--- config.mk ---
export PLATFORM = sky130hd
export DESIGN_NAME = flash_prio_enc_pipe_flat
export DESIGN_NICKNAME = d
export VERILOG_FILES = /design/src/rtl/flash_prio_enc_pipe_if.sv /design/src/rtl/flash_prio_enc_pipe.sv /design/src/flat_wrapper.sv
export SDC_FILE = /design/constraint.sdc
export NUM_CORES = 1
export LEC_CHECK = 0
export CORE_MARGIN = 2
export CORE_UTILIZATION = 25
export DETAILED_ROUTE_END_ITERATION = 10
export GPL_ROUTABILITY_DRIVEN = 0
export GPL_TIMING_DRIVEN = 0
export PLACE_DENSITY = 0.6
export SLEW_MARGIN = 10
export SYNTH_ARGS = -nofsm -noshare
export SYNTH_HDL_FRONTEND = slang
export SYNTH_SLANG_ARGS = --single-unit
--- constraint.sdc ---
create_clock -name clk -period 1.8 [get_ports clk]
set_clock_uncertainty 0.05 [all_clocks]
set_input_delay 0.27 -clock clk [delete_from_list [all_inputs] [get_ports clk]]
set_output_delay 0.27 -clock clk [all_outputs]
set_load 0.005 [all_outputs]
--- src/rtl/flash_prio_enc_pipe_if.sv ---
// flash_prio_enc_pipe_if: sample/result bundle for the pipelined flash priority encoder
//   master (producer): drives I_low, En_low, in_valid, cnt_clr; observes the results
//   slave  (encoder) : consumes the sample, drives Y, GS, EO_low, ovf, out_valid, bubble_cnt
interface flash_prio_enc_pipe_if #(
  parameter int N_IN  = 32,
  parameter int CNT_W = 16
);
  localparam int OUT_W = $clog2(N_IN);
  logic [N_IN-1:0]  I_low;
  logic             En_low;
  logic             in_valid;
  logic             cnt_clr;
  logic [OUT_W-1:0] Y;
  logic             GS;
  logic             EO_low;
  logic             ovf;
  logic             out_valid;
  logic [CNT_W-1:0] bubble_cnt;
  modport master (
    output I_low, En_low, in_valid, cnt_clr,
    input  Y, GS, EO_low, ovf, out_valid, bubble_cnt
  );
  modport slave (
    input  I_low, En_low, in_valid, cnt_clr,
    output Y, GS, EO_low, ovf, out_valid, bubble_cnt
  );
endinterface

--- src/rtl/flash_prio_enc_pipe.sv ---
// flash_prio_enc_pipe: 2-stage active-low priority encoder for a flash ADC thermometer word
//   clk   : rising-edge clock
//   rst_n : asynchronous active-low reset
//   bus   : slave side of flash_prio_enc_pipe_if (sample in, Y/GS/EO_low/ovf/out_valid/bubble_cnt out)
//   FLASH_BUBBLE_CORR_EN : when defined, 3-input majority bubble correction and a saturating bubble counter
module flash_prio_enc_pipe #(
  parameter int N_IN  = 32,
  parameter int CNT_W = 16
) (
  input logic clk,
  input logic rst_n,
  flash_prio_enc_pipe_if.slave bus
);
  localparam int OUT_W = $clog2(N_IN);
  logic [N_IN-1:0]  a_q;
  logic [N_IN-1:0]  c;
  logic             en_low_q;
  logic             v1_q;
  logic [OUT_W-1:0] idx;
  logic             any;
  logic [OUT_W-1:0] y_q;
  logic             gs_q;
  logic             eo_q;
  logic             ovf_q;
  logic             ov_q;
  always_ff @(posedge clk or negedge rst_n) begin
    if (!rst_n) begin
      a_q      <= '0;
      en_low_q <= 1'b0;
      v1_q     <= 1'b0;
    end else begin
      v1_q <= bus.in_valid;
      if (bus.in_valid) begin
        a_q      <= ~bus.I_low;
        en_low_q <= bus.En_low;
      end
    end
  end
`ifdef FLASH_BUBBLE_CORR_EN
  // ext carries the virtual neighbours: a[N_IN] = 0 above, a[-1] = 1 below
  logic [N_IN+1:0]  ext;
  logic [CNT_W-1:0] cnt_q;
  assign ext = {1'b0, a_q, 1'b1};
  assign c = (ext[N_IN+1:2] & a_q) | (a_q & ext[N_IN-1:0]) | (ext[N_IN+1:2] & ext[N_IN-1:0]);
  always_ff @(posedge clk or negedge rst_n) begin
    if (!rst_n)
      cnt_q <= '0;
    else if (bus.cnt_clr)
      cnt_q <= '0;
    else if (v1_q && !en_low_q && c != a_q && cnt_q != '1)
      cnt_q <= cnt_q + 1'b1;
  end
  assign bus.bubble_cnt = cnt_q;
`else
  assign c = a_q;
  assign bus.bubble_cnt = '0;
`endif
  // ascending scan: the last set bit seen wins, giving the highest index
  always_comb begin
    idx = '0;
    any = 1'b0;
    for (int i = 0; i < N_IN; i++) begin
      if (c[i]) begin
        idx = OUT_W'(i);
        any = 1'b1;
      end
    end
  end
  always_ff @(posedge clk or negedge rst_n) begin
    if (!rst_n) begin
      y_q   <= '0;
      gs_q  <= 1'b0;
      eo_q  <= 1'b1;
      ovf_q <= 1'b0;
      ov_q  <= 1'b0;
    end else begin
      ov_q <= v1_q;
      if (v1_q) begin
        y_q   <= en_low_q ? '0 : idx;
        gs_q  <= !en_low_q && any;
        eo_q  <= en_low_q || any;
        ovf_q <= !en_low_q && a_q[N_IN-1];
      end
    end
  end
  assign bus.Y         = y_q;
  assign bus.GS        = gs_q;
  assign bus.EO_low    = eo_q;
  assign bus.ovf       = ovf_q;
  assign bus.out_valid = ov_q;
endmodule

--- src/flat_wrapper.sv ---
// flat-port wrapper written by rule: the top's interface ports become plain ports
module flash_prio_enc_pipe_flat 
#(
  parameter int N_IN  = 32,
  parameter int CNT_W = 16
)
  (clk, rst_n, bus_I_low, bus_En_low, bus_in_valid, bus_cnt_clr, bus_Y, bus_GS, bus_EO_low, bus_ovf, bus_out_valid, bus_bubble_cnt);
  flash_prio_enc_pipe_if #(.N_IN(N_IN), .CNT_W(CNT_W)) bus_i ();
  input logic clk;
  input logic rst_n;
  input wire logic [$bits(bus_i.I_low)-1:0] bus_I_low;
  input wire logic [$bits(bus_i.En_low)-1:0] bus_En_low;
  input wire logic [$bits(bus_i.in_valid)-1:0] bus_in_valid;
  input wire logic [$bits(bus_i.cnt_clr)-1:0] bus_cnt_clr;
  output wire logic [$bits(bus_i.Y)-1:0] bus_Y;
  output wire logic [$bits(bus_i.GS)-1:0] bus_GS;
  output wire logic [$bits(bus_i.EO_low)-1:0] bus_EO_low;
  output wire logic [$bits(bus_i.ovf)-1:0] bus_ovf;
  output wire logic [$bits(bus_i.out_valid)-1:0] bus_out_valid;
  output wire logic [$bits(bus_i.bubble_cnt)-1:0] bus_bubble_cnt;
  assign bus_i.I_low = bus_I_low;
  assign bus_i.En_low = bus_En_low;
  assign bus_i.in_valid = bus_in_valid;
  assign bus_i.cnt_clr = bus_cnt_clr;
  assign bus_Y = bus_i.Y;
  assign bus_GS = bus_i.GS;
  assign bus_EO_low = bus_i.EO_low;
  assign bus_ovf = bus_i.ovf;
  assign bus_out_valid = bus_i.out_valid;
  assign bus_bubble_cnt = bus_i.bubble_cnt;
  flash_prio_enc_pipe #(.N_IN(N_IN), .CNT_W(CNT_W)) u_core (.clk(clk), .rst_n(rst_n), .bus(bus_i));
endmodule
# Word-level counts from Yosys, hierarchy flattened
# Index checks and enable logic that the tools add are counted.
classes:
  mux: 64
  n_div: 0
  multipliers: 0
  n_bitwise: 1
  n_lt_le_gt_ge: 0
  n_addsub: 0
  n_shift: 0
  n_reduce_logical: 4
  eq_ne: 0
op_table:
  columns: ["op", "n"]
  rows:
  - ["$mux W5", 17]
  - ["$mux W1", 33]
  - ["$mux W4", 8]
  - ["$not A32 Y32", 1]
  - ["$mux W3", 4]
  - ["$mux W2", 2]
  - ["$logic_and A1 B1 Y1", 2]
  - ["$logic_not A1 Y1", 1]
  - ["$logic_or A1 B1 Y1", 1]
word_totals:
  n_memories: 0
  out_inout_bits: 25
  mem_bits_ro: 0
  ff_bits: 43
  ram_bits: 0
  wordCells: 77
  inputBits: 37
  latchBits: 0

# Depth between registers and ports, before layout
# Gate-level depths: netlist (run 1).
logic_depth:
  ltp_word: 33
  ltp_mapped: 5
  depth_no_buf: 5

# Worst setup path before layout (run 1)
# Ideal clock, no wire load.
synth_timing:
  path_kind: "flip-flop to flip-flop"
  from: "register u_core.a_q[24]"
  to: "register u_core.gs_q, in the netlist u_core.bus.GS"
  t_arrival_ps: 1238
  path_slack_ps: 376
  required_time_ps: 1614
  setup_time_ps: 136
  synth_period_minus_slack_ps: 1424
  stages_incl_launch_ff: 5
  path_buffers: 0
  path_cell_list: "dfrtp_1 > nor4_4 > nand2_2 > nor4_2 > o22ai_1"
synth_between:
  elab_chain_len: 9
synth_lines:
  columns: ["element", "line", "rtl"]
  rows:
  - ["start, declared", "flash_prio_enc_pipe.sv:15", "logic [N_IN-1:0] a_q;"]
  - ["start signal, assigned", "flash_prio_enc_pipe.sv:34", "a_q <= ~bus.I_low;"]
  - ["$mux W1 (8 in series)", "flash_prio_enc_pipe.sv:63", "if (c[i]) begin"]
  - ["$logic_and A1 B1 Y1", "flash_prio_enc_pipe.sv:80", "gs_q <= !en_low_q && any;"]
  - ["end signal, assigned", "flash_prio_enc_pipe.sv:80", null]
  - ["end, declared", "flash_prio_enc_pipe.sv:22", "logic gs_q;"]
# Every way passes these cells.
# A chain may end at the register's enable or synchronous reset.

# Final worst setup path (run 1)
layout_timing:
  from: "register u_core.eo_q, in the netlist u_core.bus.EO_low"
  to: "output port bus_EO_low"
layout_rtl:
  columns: ["element", "line", "rtl"]
  rows:
  - ["start, declared", "flash_prio_enc_pipe.sv:23", "logic eo_q;"]
  - ["start signal, assigned", "flash_prio_enc_pipe.sv:81", "eo_q <= en_low_q || any;"]
  - ["end, declared", "flat_wrapper.sv:17", "output wire logic [$bits(bus_i.EO_low)-1:0] bus_EO_low;"]
# No word-level cell between the ends.

==> Flow_metrics.wiki, run 1 <==
{| class="wikitable"
! Metric !! Value
|-
| Boundary pin count || between 60 and 70
|-
| Data arrival time at the worst-slack endpoint || about 1.3 ns
|-
| Total global-route track usage || 11.0%
|-
| Number of distinct library cells after synthesis || 33
|-
| First-pass GRT wire length || ~7.6 mm
|-
| Layout cell share with drive strength beyond 1 || roughly 14%
|-
| Critical path's slowest cell || sky130_fd_sc_hd__dfstp_2
|-
| Setup violations, final || 0
|-
| Max IR drop VDD || roughly 0.27 mV
|-
| Average routed wire per standard cell || 12.3 microns
|-
| TritonCTS clock tree || done
|-
| Most frequent standard cell in the layout excluding fill and tap cells || sky130_fd_sc_hd__clkdlybuf4s50_1
|-
| Maximum clock rate || about 0.61 GHz
|-
| Category of cells accounting for the largest share of critical-path delay || flip-flops
|-
| Cell taking the most area after synthesis || sky130_fd_sc_hd__dfrtp_1
|-
| Vias per std cell || approximately 4.2
|-
| Initial DRT Pass Iterations || 4
|-
| Portion of synthesized cell area occupied by the leading cell type || between 50 and 60%
|-
| Clock Latency Late Sink || around 0.30 ns
|-
| Power per unit of standard cell area || around 770 mW/mm^2
|-
| Count of buffering cells on the critical path with inverters included || 1
|-
| Number of failing hold endpoints at the final stage || 0
|-
| Most used cells in the layout excluding fill and tap cells || sky130_fd_sc_hd__clkdlybuf4s50_1, sky130_fd_sc_hd__dfrtp_1, sky130_fd_sc_hd__inv_1
|-
| Static leakage || between 0.001 and 0.0015 uW
|-
| Kind of end point of the critical path || output port
|-
| H-Tree Level Count || 2
|-
| Growth of design area from synthesis to finish || 36.1%
|-
| Utilization after layout || 34.9%
|-
| Synthesis-stage register bit count || 43
|-
| Number of flops mapped to enable cells by yosys || 0
|-
| Detailed-route wire length on metal 1 || 2.19 mm
|-
| Worst path required time || ~1.5 ns
|-
| Max Used Layer || met4
|-
| Sink count of the clock tree || 43
|-
| Total via count in the routed design || approximately 1,600
|-
| Pin count of the biggest net entering global routing || 26
|-
| Setup Crit Path Kind || flip-flop to output port
|-
| Max Buffers Root-to-Sink || 2
|-
| Detailed placement HPWL || approximately 3.7 mm
|-
| Final Max Tran Viols || 0
|-
| Detail Route met2 WL || 2.16 mm
|-
| Worst hold path type || flip-flop to flip-flop
|-
| Cell count after synthesis || 203
|-
| Total length of routed wires || about 4.6 mm
|-
| Critical path fanouts, max || 2
|-
| Clock transition at the registers of the reported paths || ~0.08 ns
|-
| Cell-by-cell trace of the critical path || clkdlybuf4s50_1
|-
| Number of design rule violations left after detail routing || 0
|-
| Remaining antenna violation count || 0
|-
| Outcome || completed
|-
| Global route overflow || 0
|-
| Final worst path period need || 1.65 ns
|-
| Post-synthesis instance area || around 0.0021 sq mm
|-
| Synth Area per Inst || roughly 10 sq um
|-
| Count of non-filler cells in the finished layout || between 300 and 400
|-
| Number of max-cap violations || 0
|-
| Largest cells by area after synthesis || sky130_fd_sc_hd__dfrtp_1, sky130_fd_sc_hd__mux2i_1, sky130_fd_sc_hd__inv_1
|-
| Most instantiated flip-flop cell in the synthesis netlist || sky130_fd_sc_hd__dfrtp_1
|-
| Die Footprint || around 0.0091 sq mm
|-
| Share of the yosys chip area belonging to registers || 51.6%
|-
| Count of standard-cell rows || 33
|-
| Number of buffers inserted by port buffering || 44
|-
| Share of synthesized registers carrying an async set or reset || 100%
|-
| Area of the core region || 0.00813 sq mm
|-
| RSZ-0062 raised after global routing || false
|-
| Number of setup buffers added after CTS || 0
|-
| Count of inserted antenna diode cells || 0
|-
| Cell count after placement || ~370
|-
| Delay of the slowest cell on the worst path || around 0.54 ns
|-
| Final nets || 308
|-
| Horizontal die dimension || between 90 and 100 microns
|-
| Synthesis warning total || 0
|-
| Wire length on met3 || around 240 microns
|-
| Cts bufs inserted || 5
|-
| Element type at the critical path start || flip-flop
|-
| Count of routing violations after the opening detailed-route iteration || 60
|-
| Buffer type at the clock tree root || sky130_fd_sc_hd__clkbuf_8
|-
| Via count of the first global-routing pass || roughly 1,600
|-
| Die height || 95.3 microns
|-
| Share of the clock period used by the worst path || about nine tenths
|-
| Number of fillers in the final layout || between 800 and 900
|-
| Starting density of the core || 25.6%
|-
| Initial antenna violation count || 0
|}
logic make-up after synthesis:
| kind of cell | after synthesis | synth area share (%) |
|---|---|---|
| other | 1 | 0.180 |
| multiplexers | 26 | 12.5 |
| buffers and inverters | 55 | 13.0 |
| AND/OR/NAND/NOR | 42 | 11.5 |
| AO/OA/AOI/OAI | 36 | 11.1 |
| flip-flops | 43 | 51.6 |
stage by stage:
stage | TNS (ns) | setup slack, ns | hold slack [ns] | cell area [sq um] | power, uW
after floorplan | 0 | 0.376 | -0.0756 | 2140 | 1350
after global placement | -30.90 | -0.731 | 0.304 | 2710 | 1540
after detailed placement | -0.00448 | -0.00448 | 0.196 | 2730 | 1560
after CTS | 0 | 0.137 | 0.330 | 2830 | 2200
after global routing | 0 | 0.0110 | 0.340 | 2840 | 2300
final | 0 | 0.153 | 0.327 | 2840 | 2170
final timing paths:
| check | endpoint | from | slack, ns | depth (start not counted) |
|---|---|---|---|---|
| setup / recovery | bus_EO_low | u_core.bus.EO_low | 0.15 | 1 |
| hold / removal | u_core.bus.out_valid | u_core.v1_q | 0.33 | 0 |
| setup reg to reg | u_core.bus.GS | u_core.a_q[7] | 0.18 | 4 |
| hold reg to reg | u_core.bus.out_valid | u_core.v1_q | 0.33 | 0 |
| max in group asynchronous | u_core.bus.EO_low | rst_n | 0.73 | 3 |
| min in group asynchronous | u_core.a_q[20] | rst_n | 0.40 | 2 |
flip-flops by register name, indices dropped and copies added (netlist names):
| name | count |
|---|---|
| u_core.bus.EO_low | 1 |
| u_core.en_low_q | 1 |
| u_core.bus.Y | 5 |
| u_core.bus.out_valid | 1 |
| u_core.a_q | 32 |
| u_core.bus.ovf | 1 |
| u_core.v1_q | 1 |
| u_core.bus.GS | 1 |
what timing repair did:
action | 4_1_cts | 5_1_grt
endpoints found under the setup margin | 0 | 1
resized for setup | 0 | 1
hold endpoints to repair | 18 | 0
hold buffers | 1 | 0
metal layers:
metal  up-vias  GRT usage [%]
met4         0           2.90
met3         5           3.24
met2        42           17.1
li1        794              -
met5         -              0
met1       733           15.1
Yosys cell counts, drive strengths merged (2+ instances only):
cell type,n
dfrtp,42
o22ai,5
nand2b,2
nand2,6
clkbuf,2
o311ai,3
nor4,9
inv,33
o21ai,5
a21oi,12
a31oi,3
o211ai,2
mux2i,25
nor2,17
buf,20
nor3,5
cell type report:
cell class / instances / area (sq um) / area share, %
sequential: 43 / 1080 / 37.9
multi-input combinational: 120 / 802 / 28.3
inverter: 33 / 124 / 4.36
tap: 105 / 131 / 4.63
clock inverter: 1 / 5.00 / 0.176
timing repair buffer: 46 / 465 / 16.4
clock buffer: 7 / 86.3 / 3.04
buffer: 22 / 148 / 5.20
power by group:
group,internal (uW),switching (uW),leakage [uW]
Combinational,217,160,0.000771
Sequential,1060,101,0.000500
Clock,310,324,0.0000482
Note: power is estimated with default switching activity, not from simulation.
==> inputs of run 2 (changes only) <==
==> constraint.sdc (replaced) <==
create_clock -name clk -period 1.9 [get_ports clk]
set_clock_uncertainty 0.05 [all_clocks]
set_input_delay 0.285 -clock clk [delete_from_list [all_inputs] [get_ports clk]]
set_output_delay 0.285 -clock clk [all_outputs]
set_load 0.005 [all_outputs]
==> run 2 against run 1 <==
Net effect:
- sequential power fell by 5%
- cell count did not move
- core utilization fell by 0.11 points
- worst setup slack improved by 0.087 ns
- clock power fell by 6.0%
- sequential cell count did not move
- final area fell by 0.31%
- wire length rose by 0.24%
- die area did not move
- combinational power fell by 5.3%
- worst hold slack barely moved
- critical path type unchanged
- critical endpoint unchanged
- largest power group unchanged
==> Flow_metrics.wiki, run 2 (synthesis results as in run 1) <==
{| class="wikitable"
! Metric !! Value
|-
| Flip-flop count of the largest register, all copies and words added || 32 (unchanged)
|-
| Share of the clock period used by the worst path || 87.4%
|-
| Growth of design area from synthesis to finish || 35.7%
|-
| Register with the most flip-flops || u_core.a_q
|-
| Remaining antenna violation count || 0 (unchanged)
|-
| Switching component of the power || 548 uW (-6.4%)
|-
| Worst Setup Slack, final || 0.240 ns (+0.0868 ns)
|-
| CTS hold repair buffers || 1 (unchanged)
|-
| Max IR drop VDD || 0.256 mV (-7.0%)
|-
| Die height || 95.3 microns (unchanged)
|-
| Via count of the first global-routing pass || 1,584 (unchanged)
|-
| Register-to-Register Setup Slack || 0.26 ns (+0.08 ns)
|-
| Utilization after layout || 34.8% (-0.11 points)
|-
| Setup violations, final || 0 (unchanged)
|-
| Critical path fanouts, max || 2 (unchanged)
|-
| Cell-internal power || 1500 uW (-5.3%)
|-
| Most frequent standard cell in the layout excluding fill and tap cells || sky130_fd_sc_hd__clkdlybuf4s50_1
|-
| TritonCTS clock tree || done
|-
| Endpoint, Worst Hold || u_core.bus.out_valid
|-
| First-pass GRT wire length || 7.64 mm (unchanged)
|-
| Cts bufs inserted || 5 (unchanged)
|-
| Reg2Reg Launch Point || u_core.a_q[7]
|-
| Resize count post-CTS || 0 (unchanged)
|-
| Buffer type at the clock tree root || sky130_fd_sc_hd__clkbuf_8
|-
| Count of standard-cell rows || 33 (unchanged)
|-
| Part of the total power dissipated in the clock network || 29.1% (about the same)
|-
| Final worst path period need || roughly 1.7 ns
|-
| RSZ-0062 raised after global routing || false
|-
| Boundary pin count || 62 (unchanged)
|-
| Element type at the critical path start || flip-flop
|-
| Worst hold path type || flip-flop to flip-flop
|-
| Number of max-cap violations || 0 (unchanged)
|-
| Average routed wire per standard cell || 12.3 microns (+0.24%)
|-
| Number of design rule violations left after detail routing || 0 (unchanged)
|-
| Most used cells in the layout excluding fill and tap cells || sky130_fd_sc_hd__clkdlybuf4s50_1, sky130_fd_sc_hd__dfrtp_1, sky130_fd_sc_hd__inv_1
|-
| Power per unit of standard cell area || 725 mW/mm^2 (-5.3%)
|-
| Max Buffers Root-to-Sink || 2 (unchanged)
|-
| Vias per std cell || 4.17 (-0.19%)
|-
| Layout cell share with drive strength beyond 1 || 14.0% (unchanged)
|-
| Area of the core region || 0.00813 sq mm (unchanged)
|-
| Initial DRT Pass Iterations || 5 (+1)
|-
| Post-placement setup slack || 0.0805 ns (+0.0850 ns)
|-
| Capture point of the worst reg-to-reg path || u_core.bus.GS
|-
| Total global-route track usage || 11.0% (unchanged)
|-
| Multi-input combinational cell area || 793 sq um (-1.1%)
|-
| Count of cells along the worst hold path || 0 (unchanged)
|-
| Critical path's slowest cell || sky130_fd_sc_hd__dfstp_2
|-
| Final nets || 308 (unchanged)
|-
| Setup TNS || 0 ns (unchanged)
|-
| Register share of total power || 53.5% (about the same)
|-
| Cell-by-cell trace of the critical path || clkdlybuf4s50_1
|-
| Worst path required time || 1.56 ns (+0.08 ns)
|-
| Number of fillers in the final layout || 843 (+0.12%)
|-
| Detailed placement HPWL || 3.68 mm (unchanged)
|-
| Maximum clock rate || 0.602 GHz
|-
| Number of setup buffers added after CTS || 0 (unchanged)
|-
| Delay of the slowest cell on the worst path || 0.54 ns (about the same)
|-
| Number of failing hold endpoints at the final stage || 0 (unchanged)
|-
| Final Max Tran Viols || 0 (unchanged)
|-
| Combinational Power Share || 17.4% (about the same)
|-
| Outcome || completed
|-
| Setup Crit Path Kind || flip-flop to output port
|-
| Share of total power consumed by net switching || 26.7% (-0.22 points)
|-
| Total length of routed wires || 4.63 mm (+0.24%)
|-
| Post-Layout Inst Area || 0.00283 sq mm (-0.31%)
|-
| Path depth of the worst reg2reg path || 4 (unchanged)
|-
| Category of cells accounting for the largest share of critical-path delay || flip-flops
|-
| Static leakage || 0.00132 uW (-0.12%)
|-
| Die Footprint || 0.00909 sq mm (unchanged)
|-
| Kind of end point of the critical path || output port
|-
| Data arrival time at the worst-slack endpoint || 1.32 ns (about the same)
|-
| Count of inserted antenna diode cells || 0 (unchanged)
|-
| Total via count in the routed design || 1,571 (-0.19%)
|-
| Horizontal die dimension || 95.3 microns (unchanged)
|-
| H-Tree Level Count || 2 (unchanged)
|-
| Count of buffering cells on the critical path with inverters included || 1 (unchanged)
|-
| Count of routing violations after the opening detailed-route iteration || 59 (-1.7%)
|-
| Starting density of the core || 25.6% (unchanged)
|-
| Global route overflow || 0 (unchanged)
|-
| Startpoint of the tightest hold check path || u_core.v1_q
|-
| Worst hold-check slack || 0.327 ns (+0.0000800 ns)
|-
| Clock Latency Late Sink || 0.29 ns (about the same)
|-
| Pin count of the biggest net entering global routing || 26 (unchanged)
|-
| Seq. cell area || 0.00108 sq mm (unchanged)
|-
| Number of buffers inserted by port buffering || 44 (unchanged)
|-
| Initial antenna violation count || 0 (unchanged)
|-
| Dpl cell area || 0.00273 sq mm (unchanged)
|-
| Sink count of the clock tree || 43 (unchanged)
|-
| Clock transition at the registers of the reported paths || 0.08 ns (about the same)
|}
[run 2: area by class of cell]
cell class	count	area share (%)
tap	105	4.64
inverter	33	4.38
clock inverter	1	0.177
clock buffer	7	3.05
buffer	22	5.22
sequential	43	38.1
multi-input combinational	120	28.0
timing repair buffer	46	16.4
[run 2: how the worst max path moves through the flow]
| stage | from | end | slack (ns) | depth (start not counted) |
|---|---|---|---|---|
| after floorplan | u_core.a_q[24] | u_core.bus.GS | 0.48 | 4 |
| after global placement | rst_n | u_core.bus.GS | -0.65 | 1 |
| after detailed placement | bus_in_valid | u_core.en_low_q | 0.08 | 4 |
| after CTS | u_core.bus.EO_low | bus_EO_low | 0.22 | 1 |
| after global routing | u_core.a_q[23] | u_core.bus.GS | 0.08 | 4 |
| final | u_core.bus.EO_low | bus_EO_low | 0.24 | 1 |
[run 2: routing by layer]
| layer | GRT usage [%] | vias to the layer above | share of wire, % |
|---|---|---|---|
| li1 | - | 796 | - |
| met1 | 15.1 | 724 | 48 |
| met2 | 17.1 | 47 | 46 |
| met3 | 3.24 | 4 | 5.5 |
| met4 | 2.90 | 0 | 0.60 |
| met5 | 0 | - | 0 |
[run 2: power groups by stage]
stage / registers (uW) / logic [uW] / clock network, uW
3_5_place_dp: 1110 / 360 / 0
2_1_floorplan: 1090 / 185 / 0
6_report: 1100 / 357 / 596
4_1_cts: 1100 / 363 / 619
5_1_grt: 1110 / 400 / 662
3_3_place_gp: 1110 / 352 / 0
[run 2: through the flow]
stage	cells	total power [uW]
after detailed placement	368	1470
after CTS	377	2080
final	377	2050
after floorplan	218	1280
after global placement	367	1460
after global routing	377	2170
==> inputs of run 3 (changes only) <==
--- a/config.mk
+++ b/config.mk
@@ -7,6 +7,7 @@
 export LEC_CHECK = 0
 export CORE_MARGIN = 2
 export CORE_UTILIZATION = 25
+export CTS_CLUSTER_SIZE = 28
 export DETAILED_ROUTE_END_ITERATION = 10
 export GPL_ROUTABILITY_DRIVEN = 0
 export GPL_TIMING_DRIVEN = 0
==> results of run 3 <==
The final DEF is identical to that of run 2; final timing and power are the same.
